===== src/rtl/count_pkg.sv =====
// Shared types and helpers for the Zbb count pipeline (cpop/clz/ctz, optional orc.b).
// Optional feature macro: COUNT_PIPE_ORCB_EN (enables op 3 = orc.b).
package count_pkg;

  localparam int XLEN = 32;

  typedef enum logic [1:0] {
    CNT_CPOP = 2'd0,
    CNT_CLZ  = 2'd1,
    CNT_CTZ  = 2'd2,
    CNT_ORCB = 2'd3
  } cnt_op_t;

  // Propagate the highest set bit downwards so popcount equals XLEN - clz.
  function automatic logic [XLEN-1:0] smear(input logic [XLEN-1:0] a);
    logic [XLEN-1:0] s;
    s = a;
    s = s | (s >> 1);
    s = s | (s >> 2);
    s = s | (s >> 4);
    s = s | (s >> 8);
    s = s | (s >> 16);
    return s;
  endfunction

`ifdef COUNT_PIPE_ORCB_EN
  // Each byte becomes FF when any of its bits is set, else 00.
  function automatic logic [XLEN-1:0] orcByte(input logic [XLEN-1:0] a);
    logic [XLEN-1:0] r;
    for (int b = 0; b < XLEN / 8; b++) begin
      r[b*8 +: 8] = (a[b*8 +: 8] != 8'h00) ? 8'hFF : 8'h00;
    end
    return r;
  endfunction
`endif

endpackage


===== src/rtl/PopCnt.sv =====
// Combinational population count of a 32-bit vector.
module PopCnt (
  input  logic [31:0] din,
  output logic [5:0]  cnt
);

  // Sum every bit of the input vector.
  always_comb begin
    cnt = 6'd0;
    for (int i = 0; i < 32; i++) begin
      cnt = cnt + {5'd0, din[i]};
    end
  end

endmodule


===== src/rtl/cnt_prep.sv =====
// Stage-1 operand transform: turns the operand into a popcount-ready vector
// (or the final orc.b word when COUNT_PIPE_ORCB_EN is defined).
module cnt_prep
  import count_pkg::*;
(
  input  logic [1:0]  op,
  input  logic [31:0] a,
  output logic [31:0] vec
);

  // Select the transform matching the requested count op.
  always_comb begin
    vec = a;
    case (cnt_op_t'(op))
      CNT_CPOP: vec = a;
      CNT_CLZ:  vec = smear(a);
      CNT_CTZ:  vec = ~a & (a - 32'd1);
`ifdef COUNT_PIPE_ORCB_EN
      CNT_ORCB: vec = orcByte(a);
`else
      CNT_ORCB: vec = a;  // op 3 without orc.b support behaves as cpop
`endif
      default:  vec = a;
    endcase
  end

endmodule


===== src/rtl/count_pipe.sv =====
// Two-stage pipelined Zbb count unit (cpop, clz, ctz) with valid/ready on both sides.
// Optional feature macro: COUNT_PIPE_ORCB_EN (op 3 = orc.b, bypasses the popcount).
module count_pipe
  import count_pkg::*;
#(
  parameter int TAG_W = 6
) (
  input  logic             clk,
  input  logic             rst,
  input  logic             flush,
  input  logic             in_valid,
  output logic             in_ready,
  input  logic [1:0]       in_op,
  input  logic [31:0]      in_a,
  input  logic [TAG_W-1:0] in_tag,
  output logic             out_valid,
  input  logic             out_ready,
  output logic [31:0]      out_res,
  output logic [TAG_W-1:0] out_tag
);

  logic             s1Valid_r;
  cnt_op_t          s1Op_r;
  logic [31:0]      s1Vec_r;
  logic [TAG_W-1:0] s1Tag_r;

  logic             s2Valid_r;
  logic [31:0]      s2Res_r;
  logic [TAG_W-1:0] s2Tag_r;

  logic        s2Adv_s;
  logic        s1Load_s;
  logic [31:0] prepVec_s;
  logic [5:0]  cnt_s;
  logic [31:0] resNext_s;

  // Stage 2 may take a new op when empty or when its result is consumed now.
  assign s2Adv_s   = ~s2Valid_r | out_ready;
  // Ready path is combinational from out_ready; no skid buffer.
  assign in_ready  = ~s1Valid_r | s2Adv_s;
  // An op offered during a flush is dropped.
  assign s1Load_s  = in_valid & in_ready & ~flush;

  assign out_valid = s2Valid_r;
  assign out_res   = s2Res_r;
  assign out_tag   = s2Tag_r;

  cnt_prep uPrep (
    .op  (in_op),
    .a   (in_a),
    .vec (prepVec_s)
  );

  PopCnt uPopCnt (
    .din (s1Vec_r),
    .cnt (cnt_s)
  );

  // Build the final result from the popcount of the stage-1 vector.
  always_comb begin
    resNext_s = {26'd0, cnt_s};
    case (s1Op_r)
      CNT_CPOP: resNext_s = {26'd0, cnt_s};
      CNT_CLZ:  resNext_s = {26'd0, 6'd32 - cnt_s};  // cnt <= 32, so no borrow
      CNT_CTZ:  resNext_s = {26'd0, cnt_s};
`ifdef COUNT_PIPE_ORCB_EN
      CNT_ORCB: resNext_s = s1Vec_r;                // orc.b word already formed in S1
`else
      CNT_ORCB: resNext_s = {26'd0, cnt_s};
`endif
      default:  resNext_s = {26'd0, cnt_s};
    endcase
  end

  // Stage-1 occupancy: cleared by flush, refilled whenever the stage can accept.
  always_ff @(posedge clk or posedge rst) begin
    if (rst) begin
      s1Valid_r <= 1'b0;
    end else if (flush) begin
      s1Valid_r <= 1'b0;
    end else if (in_ready) begin
      s1Valid_r <= in_valid;
    end else begin
      s1Valid_r <= s1Valid_r;
    end
  end

  // Stage-1 payload: captured on accept, held otherwise; no reset needed.
  always_ff @(posedge clk) begin
    if (s1Load_s) begin
      s1Op_r  <= cnt_op_t'(in_op);
      s1Vec_r <= prepVec_s;
      s1Tag_r <= in_tag;
    end else begin
      s1Op_r  <= s1Op_r;
      s1Vec_r <= s1Vec_r;
      s1Tag_r <= s1Tag_r;
    end
  end

  // Stage-2 occupancy: cleared by flush, advances from stage 1 when allowed.
  always_ff @(posedge clk or posedge rst) begin
    if (rst) begin
      s2Valid_r <= 1'b0;
    end else if (flush) begin
      s2Valid_r <= 1'b0;
    end else if (s2Adv_s) begin
      s2Valid_r <= s1Valid_r;
    end else begin
      s2Valid_r <= s2Valid_r;
    end
  end

  // Output result and tag: loaded on advance, held stable while stalled.
  always_ff @(posedge clk or posedge rst) begin
    if (rst) begin
      s2Res_r <= 32'd0;
      s2Tag_r <= '0;
    end else if (s2Adv_s & s1Valid_r & ~flush) begin
      s2Res_r <= resNext_s;
      s2Tag_r <= s1Tag_r;
    end else begin
      s2Res_r <= s2Res_r;
      s2Tag_r <= s2Tag_r;
    end
  end

endmodule


===== config.mk =====
export PLATFORM = sky130hd
export DESIGN_NAME = count_pipe
export DESIGN_NICKNAME = d
export VERILOG_FILES = /design/src/rtl/count_pkg.sv /design/src/rtl/PopCnt.sv /design/src/rtl/cnt_prep.sv /design/src/rtl/count_pipe.sv
export SDC_FILE = /design/constraint.sdc
export NUM_CORES = 1
export LEC_CHECK = 0
export ABC_AREA = 1
export BUFFER_PORTS_ARGS = -buffer_cell sky130_fd_sc_hd__buf_2
export CAP_MARGIN = 30
export CORE_ASPECT_RATIO = 1.75
export CORE_MARGIN = 2
export CORE_UTILIZATION = 40
export CTS_CLUSTER_DIAMETER = 80
export DETAILED_ROUTE_END_ITERATION = 8
export HOLD_SLACK_MARGIN = 0.1
export PLACE_DENSITY = 0.65
export SYNTH_ARGS = -nofsm -noshare
export SYNTH_HDL_FRONTEND = slang
export SYNTH_SLANG_ARGS = --single-unit

===== constraint.sdc =====
create_clock -name clk -period 6.56 [get_ports clk]
set_input_delay 0.984 -clock clk [delete_from_list [all_inputs] [get_ports clk]]
set_output_delay 0.984 -clock clk [all_outputs]
set_load 0.05 [all_outputs]

==> run summary <==
Skew-Pair Late Insertion Delay: 0.29 ns
Worst slew margin: 36.3%
diode count: 0
Synth cell types: 32
worst setup margin: 1.02 ns
Die Span X: 82.7 um
worst stage delay on the critical path: 0.54 ns
Synth area leader: edfxtp_1
Routed WL: 11900 um
CP Data Arrival Time: 5.73 ns
Yosys top cell area share: 27.7%
worst endpoint required time: 6.75 ns
routed len/inst: 16.2 um
fmax: 181 MHz
IO buf count: 58
clk root buf: clkbuf_16
Worst setup EP type: flop
postcts setup bufs: 0
starting density of the core: 40.8%
CP cell instances: ha_1, inv_1, fa_1, inv_1, fa_1, fa_1, fa_1, fa_1, inv_1, fa_1, fa_1, inv_1, fa_1, nor2_1, nand3_1, nor2_1, nand4_1, nand3_1, nand2_1
Setup Crit Path Kind: flop to flop
sequential cell area fraction in the yosys report: 35.8%
Tightest Pin Transition: 0.956 ns
leak pwr: 2.23 nW
final-report hold violation count: 0
DRT Pass-1 Iters: 4
Async S/R FF share, synth: 25.9%
Core Box Area: 10600 um^2
layout cells sized above 1: 17.9%
Max H-tree Level: 2
Post-CTS Hold Fix Bufs: 0
Clock Skew: 0.00441 ns
IO Pins: 85
RePlAce Congestion: 1.04
Setup crit start kind: flop
Max Slew Vio Count: 0
drc violations: 0
fin cells: 735
Finish-stage setup viols: 0
Ys Warns: 0
pre-CTS setup slack: 1.01 ns
hold path cells: 2
num rows: 50
vias per cell: 5.00
CTS tree: done
R2R depth: 19
Syn Inst Count: 547
final worst-path cycle share: 84.4%
Final min period: 5.54 ns
Post-synth EDFFs: 40
Die ar.: 11700 um^2
largest net degree at the start of global routing: 41
Pwr per Cell Area: 379 nW/um^2
cell with the most instances after synthesis: nand2_1
Pwr Total: 1.82 mW
CTS Buf Count: 5
Fin Setup TNS: 0 ns
outcome: finished clean
Worst-path clk slew: 0.07 ns
crit-path most repeated cell: fa_1
die height: 142 um
first-pass GRT wire length: 18400 um
initial drt markers: 116
FF+latch count, synth: 54
Max clock buf depth: 2
Antenna Nets Post-Route: 0
vias in the first global route: 3790
Synth Flop Type: edfxtp_1
Hold WC Path Type: flop to flop
gr usage total: 21.8%
RSZ-0062 raised after global routing: false
CP Max Fanout: 3
MaxCap Viol Count: 0
initial antenna violation count: 0
CP max-delay cell: fa_1
P&R area growth vs syn: 10.7%
cts repair resizes: 0
dpl cells: 727
Avg Inst Size Synth: 7.93 um^2
leading cell types by total area after synthesis: edfxtp_1 28%, fa_1 11%, nand2_1 9.3%, inv_1 8.4%, dfrtp_1 8.1%
CTS sink count: 54
post-layout util: 45.2%
Nets: 684
grt ovf: 0
peak supply drop: 360 uV
via count: 3673
detailed placement HPWL: 10000 um
synth cell count leaders: 107 x nand2_1, 97 x inv_1, 69 x nor2_1, 40 x edfxtp_1, 30 x nand3_1
Mapped Area: 4340 um^2
## cell families (layout without fill, tap and decap cells)
| group | after synthesis | in the layout | synth area share [%] |
|---|---|---|---|
| AND/OR/NAND/NOR | 255 | 255 | 27.2 |
| buffers and inverters | 140 | 173 | 14.7 |
| AO/OA/AOI/OAI | 61 | 61 | 7.81 |
| flip-flops | 54 | 54 | 35.8 |
| adder cells (fa/ha/maj) | 35 | 35 | 14.2 |
| other | 1 | 26 | 0.0864 |
| XOR/XNOR | 1 | 1 | 0.202 |
## cell type report
type	instances	area (um^2)
fill	1106	5830
timing repair buffer	61	313
clock inverter	2	12.5
clock buffer	6	129
sequential	54	1550
multi-input combinational	378	2240
tap	130	163
inverter	104	390
## cell usage in the layout (no fill, tap or decap), types with 8 or more instances in the layout
cell / count
dfrtp_1: 14
a21oi_1: 29
edfxtp_1: 40
conb_1: 26
nand2_1: 107
inv_1: 97
nand3_1: 30
nor2_2: 12
buf_2: 58
nand4_1: 9
o21ai_0: 13
fa_1: 24
nor2_1: 69
ha_1: 11
a22oi_1: 8
## flip-flops by register name, indices dropped and copies added (netlist names)
name,flops
s1Valid_r,1
out_tag,6
s1Tag_r,6
s1Vec_r,32
s1Op_r,2
out_valid,1
out_res,6
## path summary, 6_finish.rpt
kind,start,end,slack (ns)
min in group asynchronous,rst,s1Valid_r,0.72
setup / recovery,s1Vec_r[1],out_res[5],1.02
hold reg to reg,s1Tag_r[0],out_tag[0],0.45
setup reg to reg,s1Vec_r[1],out_res[5],1.02
max in group asynchronous,rst,out_tag[4],5.48
hold / removal,s1Tag_r[0],out_tag[0],0.45
## stage by stage
| stage | hold WS, ns | area [um^2] |
|---|---|---|
| final | 0.452 | 4800 |
| after global routing | 0.486 | 4800 |
| after CTS | 0.461 | 4800 |
| after detailed placement | 0.446 | 4660 |
| after global placement | 0.431 | 4660 |
| after floorplan | 0.426 | 4430 |
## routing by layer
layer | track usage, % | wire length, um | vias up
met1 | 19.8 | 3880 | 1683
met2 | 42.1 | 6640 | 140
met4 | 15.4 | 952 | 0
li1 | - | - | 1804
met5 | 0 | 0 | -
met3 | 1.91 | 465 | 46
## report_power, final
part | leakage, nW | internal, mW | switching, mW
Combinational | 1.60 | 0.390 | 0.747
Sequential | 0.556 | 0.410 | 0.0169
Clock | 0.0689 | 0.142 | 0.116
## critical path: cells and delay by family, from the launching register on
| kind | cells | cell delay, ns |
|---|---|---|
| flip-flops | 1 | 0.40 |
| buffers and inverters | 4 | 0.27 |
| AND/OR/NAND/NOR | 6 | 0.67 |
| adder cells (fa/ha/maj) | 9 | 4.10 |
No activity file was read; power rests on OpenSTA's default activity.
